File: config.mk
export PLATFORM = sky130hd
export DESIGN_NAME = drone_cmd_sequencer_flat
export DESIGN_NICKNAME = d
export VERILOG_FILES = /design/src/rtl/drone_cmd_sequencer_if.sv /design/src/rtl/drone_cmd_sequencer.sv /design/src/flat_wrapper.sv
export SDC_FILE = /design/constraint.sdc
export NUM_CORES = 1
export LEC_CHECK = 0
export ABC_CLOCK_PERIOD_IN_PS = 17120
export BUFFER_PORTS_ARGS = -buffer_cell sky130_fd_sc_hd__buf_2
export CORE_UTILIZATION = 65
export CTS_CLUSTER_SIZE = 28
export DETAILED_ROUTE_END_ITERATION = 8
export PLACE_DENSITY = 0.84
export SLEW_MARGIN = 20
export SYNTH_ARGS = -nofsm -noshare
export SYNTH_HDL_FRONTEND = slang
export SYNTH_SLANG_ARGS = --single-unit
File: constraint.sdc
create_clock -name i_clk -period 17.12 [get_ports i_clk]
set_clock_uncertainty 0.05 [all_clocks]
set_input_delay 0.856 -clock i_clk [delete_from_list [all_inputs] [get_ports i_clk]]
set_output_delay 0.856 -clock i_clk [all_outputs]
set_load 0.05 [all_outputs]
File: src/rtl/drone_cmd_sequencer_if.sv
// Command push channel into the drone command sequencer.
// The master drives commands, and the slave reports whether its FIFO has room.
interface drone_cmd_sequencer_if;
  logic        cmd_valid;
  logic        cmd_ready;
  logic [8:0]  cmd_data;
  logic [63:0] cmd_target;

  modport master (
    output cmd_valid,
    output cmd_data,
    output cmd_target,
    input  cmd_ready
  );

  modport slave (
    input  cmd_valid,
    input  cmd_data,
    input  cmd_target,
    output cmd_ready
  );
endinterface

File: src/rtl/drone_cmd_sequencer.sv
// Queues flight commands and applies them to the drone controller one at a time.
// After a settle time it checks each motor's RPM against its target window.
module drone_cmd_sequencer #(
  parameter int unsigned DEPTH      = 8,
  parameter int unsigned SETTLE_CYC = 50,
  parameter int unsigned HOLD_CYC   = 24,
  parameter int unsigned WINDOW     = 6
) (
  input  logic                   i_clk,
  input  logic                   i_reset,
  input  logic                   i_abort,
  drone_cmd_sequencer_if.slave   cmd_if,
  input  logic [3:0][15:0]       i_rpm_sense,
  output logic [2:0]             o_altcmd,
  output logic [2:0]             o_dircmd0,
  output logic [2:0]             o_dircmd1,
  output logic                   o_busy,
  output logic                   o_chk_valid,
  output logic [3:0]             o_chk_fail,
  output logic [15:0]            o_fail_cnt,
  output logic [15:0]            o_seq_idx
);

  localparam int unsigned AW = $clog2(DEPTH);
  localparam logic [15:0] SETTLE_LAST = 16'(SETTLE_CYC - 1);
  localparam logic [15:0] HOLD_LAST   = 16'(HOLD_CYC - 1);
  localparam logic signed [17:0] WIN  = 18'(WINDOW);

  typedef enum logic [2:0] {StIdle, StFetch, StSettle, StCheck, StHold} state_e;

  state_e            r_state;
  logic [15:0]       r_cnt;
  logic [72:0]       r_mem [DEPTH];
  logic [AW:0]       r_wptr, r_rptr;
  logic [3:0][15:0]  r_tgt;
  logic [2:0]        r_altcmd, r_dircmd0, r_dircmd1;
  logic              r_busy, r_chk_valid;
  logic [3:0]        r_chk_fail;
  logic [15:0]       r_fail_cnt, r_seq_idx;

  logic              w_full, w_empty, w_push, w_pop, w_leave;
  logic [72:0]       w_head;
  logic [3:0]        w_fail;
  logic signed [17:0] w_sense_x [4];
  logic signed [17:0] w_tgt_x   [4];

  // Extra pointer bit distinguishes full from empty.
  assign w_full  = (r_wptr[AW] != r_rptr[AW]) && (r_wptr[AW-1:0] == r_rptr[AW-1:0]);
  assign w_empty = (r_wptr == r_rptr);
  assign w_push  = cmd_if.cmd_valid && !w_full && !i_abort;
  assign w_pop   = (r_state == StFetch) && !i_abort;
  assign w_head  = r_mem[r_rptr[AW-1:0]];
  assign cmd_if.cmd_ready = !w_full;

  always_ff @(posedge i_clk) begin
    if (w_push) r_mem[r_wptr[AW-1:0]] <= {cmd_if.cmd_data, cmd_if.cmd_target};
  end

  always_ff @(posedge i_clk or posedge i_reset) begin
    if (i_reset) begin
      r_wptr <= '0;
      r_rptr <= '0;
    end else if (i_abort) begin
      r_wptr <= '0;
      r_rptr <= '0;
    end else begin
      if (w_push) r_wptr <= r_wptr + 1'b1;
      if (w_pop)  r_rptr <= r_rptr + 1'b1;
    end
  end

  // 18-bit sign-extended window compare so extreme targets cannot wrap into a pass.
  always_comb begin
    w_fail = '0;
    for (int i = 0; i < 4; i++) begin
      w_sense_x[i] = 18'($signed(i_rpm_sense[i]));
      w_tgt_x[i]   = 18'($signed(r_tgt[i]));
      w_fail[i]    = (w_sense_x[i] > w_tgt_x[i] + WIN) || (w_sense_x[i] < w_tgt_x[i] - WIN);
    end
  end

  assign w_leave = ((r_state == StCheck) && (HOLD_CYC == 0)) ||
                   ((r_state == StHold) && (r_cnt == HOLD_LAST));

  always_ff @(posedge i_clk or posedge i_reset) begin
    if (i_reset) begin
      r_state     <= StIdle;
      r_cnt       <= '0;
      r_tgt       <= '0;
      r_altcmd    <= '0;
      r_dircmd0   <= '0;
      r_dircmd1   <= '0;
      r_busy      <= 1'b0;
      r_chk_valid <= 1'b0;
      r_chk_fail  <= '0;
      r_fail_cnt  <= '0;
      r_seq_idx   <= '0;
    end else if (i_abort) begin
      r_state     <= StIdle;
      r_cnt       <= '0;
      r_altcmd    <= '0;
      r_dircmd0   <= '0;
      r_dircmd1   <= '0;
      r_busy      <= 1'b0;
      r_chk_valid <= 1'b0;
      r_chk_fail  <= '0;
      r_fail_cnt  <= '0;
      r_seq_idx   <= '0;
    end else begin
      r_chk_valid <= 1'b0;
      unique case (r_state)
        StIdle: begin
          if (!w_empty) begin
            r_state <= StFetch;
            r_busy  <= 1'b1;
          end
        end
        StFetch: begin
          r_altcmd  <= w_head[72:70];
          r_dircmd0 <= w_head[69:67];
          r_dircmd1 <= w_head[66:64];
          r_tgt[0]  <= w_head[63:48];
          r_tgt[1]  <= w_head[47:32];
          r_tgt[2]  <= w_head[31:16];
          r_tgt[3]  <= w_head[15:0];
          r_cnt     <= '0;
          r_state   <= StSettle;
        end
        StSettle: begin
          if (r_cnt == SETTLE_LAST) r_state <= StCheck;
          else                      r_cnt   <= r_cnt + 16'd1;
        end
        StCheck: begin
          r_chk_fail  <= w_fail;
          r_chk_valid <= 1'b1;
          if ((|w_fail) && (r_fail_cnt != 16'hFFFF)) r_fail_cnt <= r_fail_cnt + 16'd1;
          r_seq_idx   <= r_seq_idx + 16'd1;
          r_cnt       <= '0;
          r_state     <= StHold;
        end
        StHold: begin
          r_cnt <= r_cnt + 16'd1;
        end
        default: r_state <= StIdle;
      endcase
      // End of a command slot: chain to the next command or fall back to hover.
      if (w_leave) begin
        if (!w_empty) begin
          r_state <= StFetch;
        end else begin
          r_state   <= StIdle;
          r_busy    <= 1'b0;
          r_altcmd  <= '0;
          r_dircmd0 <= '0;
          r_dircmd1 <= '0;
        end
      end
    end
  end

  assign o_altcmd    = r_altcmd;
  assign o_dircmd0   = r_dircmd0;
  assign o_dircmd1   = r_dircmd1;
  assign o_busy      = r_busy;
  assign o_chk_valid = r_chk_valid;
  assign o_chk_fail  = r_chk_fail;
  assign o_fail_cnt  = r_fail_cnt;
  assign o_seq_idx   = r_seq_idx;

endmodule

File: src/flat_wrapper.sv
// flat-port wrapper written by rule: the top's interface ports become plain ports
module drone_cmd_sequencer_flat 
#(
  parameter int unsigned DEPTH      = 8,
  parameter int unsigned SETTLE_CYC = 50,
  parameter int unsigned HOLD_CYC   = 24,
  parameter int unsigned WINDOW     = 6
)
  (i_clk, i_reset, i_abort, i_rpm_sense, o_altcmd, o_dircmd0, o_dircmd1, o_busy, o_chk_valid, o_chk_fail, o_fail_cnt, o_seq_idx, cmd_if_cmd_valid, cmd_if_cmd_data, cmd_if_cmd_target, cmd_if_cmd_ready);
  drone_cmd_sequencer_if cmd_if_i ();
  input  logic i_clk;
  input  logic i_reset;
  input  logic i_abort;
  input  logic [3:0][15:0] i_rpm_sense;
  output logic [2:0] o_altcmd;
  output logic [2:0] o_dircmd0;
  output logic [2:0] o_dircmd1;
  output logic o_busy;
  output logic o_chk_valid;
  output logic [3:0] o_chk_fail;
  output logic [15:0] o_fail_cnt;
  output logic [15:0] o_seq_idx;
  input wire logic [$bits(cmd_if_i.cmd_valid)-1:0] cmd_if_cmd_valid;
  input wire logic [$bits(cmd_if_i.cmd_data)-1:0] cmd_if_cmd_data;
  input wire logic [$bits(cmd_if_i.cmd_target)-1:0] cmd_if_cmd_target;
  output wire logic [$bits(cmd_if_i.cmd_ready)-1:0] cmd_if_cmd_ready;
  assign cmd_if_i.cmd_valid = cmd_if_cmd_valid;
  assign cmd_if_i.cmd_data = cmd_if_cmd_data;
  assign cmd_if_i.cmd_target = cmd_if_cmd_target;
  assign cmd_if_cmd_ready = cmd_if_i.cmd_ready;
  drone_cmd_sequencer #(.DEPTH(DEPTH), .SETTLE_CYC(SETTLE_CYC), .HOLD_CYC(HOLD_CYC), .WINDOW(WINDOW)) u_core (.i_clk(i_clk), .i_reset(i_reset), .i_abort(i_abort), .cmd_if(cmd_if_i), .i_rpm_sense(i_rpm_sense), .o_altcmd(o_altcmd), .o_dircmd0(o_dircmd0), .o_dircmd1(o_dircmd1), .o_busy(o_busy), .o_chk_valid(o_chk_valid), .o_chk_fail(o_chk_fail), .o_fail_cnt(o_fail_cnt), .o_seq_idx(o_seq_idx));
endmodule
==> impl_metrics.tcl <==
set metrics [dict create \
    status "complete, no violations" \
    coreArea_um2 49150 \
    synth_ff_type "edfxtp_1" \
    syn_inst 2096 \
    p_leak_nw 12.93 \
    grt_pass1_wl_um 109400 \
    antenna_found_initial 19 \
    drive_gt1_share_pct 21.66 \
    cts-root-buf "clkbuf_16" \
    arrival_ns 5.65 \
    post_cts_resized 0 \
    hold_ws_ns 0.2871 \
    slew_headroom_pct 24.39 \
    async_flop_share_pct 19.11 \
    fillers 2853 \
    synth_area_leaders "edfxtp_1, dfrtp_1, mux4_2" \
    ys_ff_latch 722 \
    seq_area_um2 21000 \
    final_max_slew_viol_count 0 \
    portBuffers 188 \
    maxCapViolations 0 \
    tns_ns 0 \
    synth_commonest_cells "edfxtp_1, nor2_1, mux4_2" \
    grt_max_degree 106 \
    fin_crit_ns 5.210 \
    fin_ws_ns 11.91 \
    dr.pass1.iters 6 \
    hold_class "input port to async pin" \
    drc 0 \
    final_nets 2551 \
    hold_buffers 0 \
    avgSynthCellArea_um2 15.52 \
    htreeDepth 3 \
    cts.clk_slew.worst_paths_ns 0.06 \
    p_per_area_nw_per_um2 141.8 \
    place_congestion 0.8784 \
    drt_iter0_drc 1592 \
    io_pins 189 \
    cts_buffers 71 \
    clock-sinks 722 \
    critPathLaunchType "register" \
    die_area_um2 50960 \
    start_util_pct 66.20 \
    clk-insertion-delay-late_ns 0.60 \
    period_share_pct 30.43 \
    finish.instance_area_um2 36610 \
    synth_top_area_cell "edfxtp_1" \
    die_height_um 225.7 \
    cp_max_fo 16 \
    post-cts-setup-buffer-count 0 \
    final-hold-violation-count 0 \
    fin_util_pct 74.48 \
    num_vias 19040 \
    num_rows 81 \
    multiInputGateArea_um2 11040 \
    seq_area_frac_synth_pct 64.51 \
    yosysMostFrequentCell "edfxtp_1" \
    grt_setup_unrepaired "false" \
    tightestPinTransition_ns 1.106 \
    detail_route.wirelength_um 71350 \
    ctsLongestPathBuffers 3 \
    gr-usage-all-layers_pct 28.72 \
    syn_area_um2 32540 \
    synth_top_cell_area_share_pct 53.89 \
    cts_tree "done" \
    area_growth_pct 12.50 \
    worstPathRequired_ns 17.56 \
    peakVddDrop_uv 111.5 \
    grt_pass1_vias 19560 \
    dp_slack_ns 11.78 \
    dp.final_hpwl_um 41760 \
    setup_viol 0 \
    criticalPathCategory "register to register" \
    die_x_um 225.7 \
    placed_area_um2 34110 \
    crit_path_end_kind "register" \
    overflow 0 \
    wire_per_inst_um 23.75 \
    synth_nets 2379 \
    max_freq_mhz 192.0 \
    ant_nets 0 \
    viasPerCell 6.338 \
    synth.distinct_cells 70 \
    yosys_warnings 0 \
    synth-edff-count 584 \
]
-- routing by layer --
layer	vias to the layer above	track usage, %	share of wire (%)
met3	150	6.167	6.5
met5	-	0	0.13
met2	676	47.61	51
li1	8487	-	-
met4	14	11.06	3.3
met1	9713	37.49	40
-- worst max-delay path, stage by stage, from the launching register on --
cell       delay (ns)
dfrtp_1          0.47
a2111oi_0        1.01
nand2_1          0.29
nor3_1           0.36
a21oi_1          0.12
ha_1             0.31
nand4_1          0.15
nor2_1           0.17
nand4_1          0.11
o31ai_1          0.24
nor4_1           0.09
or3b_4           0.42
nor4_4           0.63
buf_6            0.26
nor3_2           0.07
mux2_4           0.33
-- state kept, by name (all words and copies together) (netlist names) --
register and count:
u_core.o_chk_fail 4, u_core.o_busy 1, u_core.o_dircmd0 3, u_core.r_rptr 4, u_core.r_mem 584, u_core.o_fail_cnt 16
u_core.o_altcmd 3, u_core.r_state 3, u_core.o_seq_idx 16, u_core.r_wptr 4, u_core.r_tgt 64, u_core.o_dircmd1 3
u_core.r_cnt 16, u_core.o_chk_valid 1
-- stage by stage --
stage	std cells	total power, mW
after floorplan	2096	3.255
after detailed placement	2858	3.593
final	3004	5.191
after global placement	2858	3.518
after CTS	2990	5.206
after global routing	3001	5.446
-- worst paths after layout --
| check | from | endpoint | slack [ns] | cells after the start |
|---|---|---|---|---|
| worst max-delay path | u_core.r_tgt[17]$_DFFE_PP0P_ | u_core.o_fail_cnt[5]$_DFFE_PP0P_ | 11.91 | 15 |
| min in group i_clk | u_core.o_busy$_DFF_PP0_ | u_core.o_busy$_DFF_PP0_ | 0.46 | 2 |
| worst min register to register | u_core.o_busy$_DFF_PP0_ | u_core.o_busy$_DFF_PP0_ | 0.46 | 2 |
| worst min-delay path | i_reset | u_core.r_tgt[48]$_DFFE_PP0P_ | 0.29 | 2 |
| max in group asynchronous | i_reset | u_core.r_tgt[23]$_DFFE_PP0P_ | 15.28 | 3 |
| worst max register to register | u_core.r_tgt[17]$_DFFE_PP0P_ | u_core.o_fail_cnt[5]$_DFFE_PP0P_ | 11.91 | 15 |
-- logic make-up (layout without fill, tap and decap cells) --
group | Yosys count | after routing | synth area share, %
other cells | 0 | 13 | 0
flops | 722 | 722 | 64.51
fa+ha+maj | 142 | 142 | 5.460
mux | 228 | 228 | 12.71
compound gates | 235 | 235 | 4.395
simple gates | 488 | 488 | 7.483
xor+xnor | 139 | 139 | 3.741
buf+inv | 142 | 373 | 1.707
-- area by class of cell --
cell class | count | share of cell area [%]
Sequential cell | 722 | 57.37
Clock inverter | 31 | 0.8920
Tap cell | 664 | 2.269
Inverter | 30 | 0.3213
Clock buffer | 101 | 5.810
Timing Repair Buffer | 211 | 3.086
Multi-Input combinational cell | 1232 | 30.17
Antenna cell | 13 | 0.08886
-- cell usage in the layout (no fill, tap or decap), types with 18 or more instances in the layout --
cell type  instances
mux2i_1           76
nand2_1           59
dfrtp_1          135
nand3_1           62
a21oi_1          118
xnor2_1           66
nor4_1            18
buf_2            188
and3_1            26
mux4_2           146
o21ai_0           34
inv_1             29
a211oi_1          18
nand4_1           25
nor2_1           187
clkbuf_16         77
nor3_1            27
xor2_1            73
buf_4             21
ha_1             142
edfxtp_1         584
-- power by group --
part           switching [mW]  internal [mW]  leakage, nW
logic                   0.728          0.633         4.73
registers               0.212           2.01         7.00
clock network           0.644          0.961         1.20
total                    1.59           3.61         12.9
Note: power is estimated with default switching activity, not from simulation.
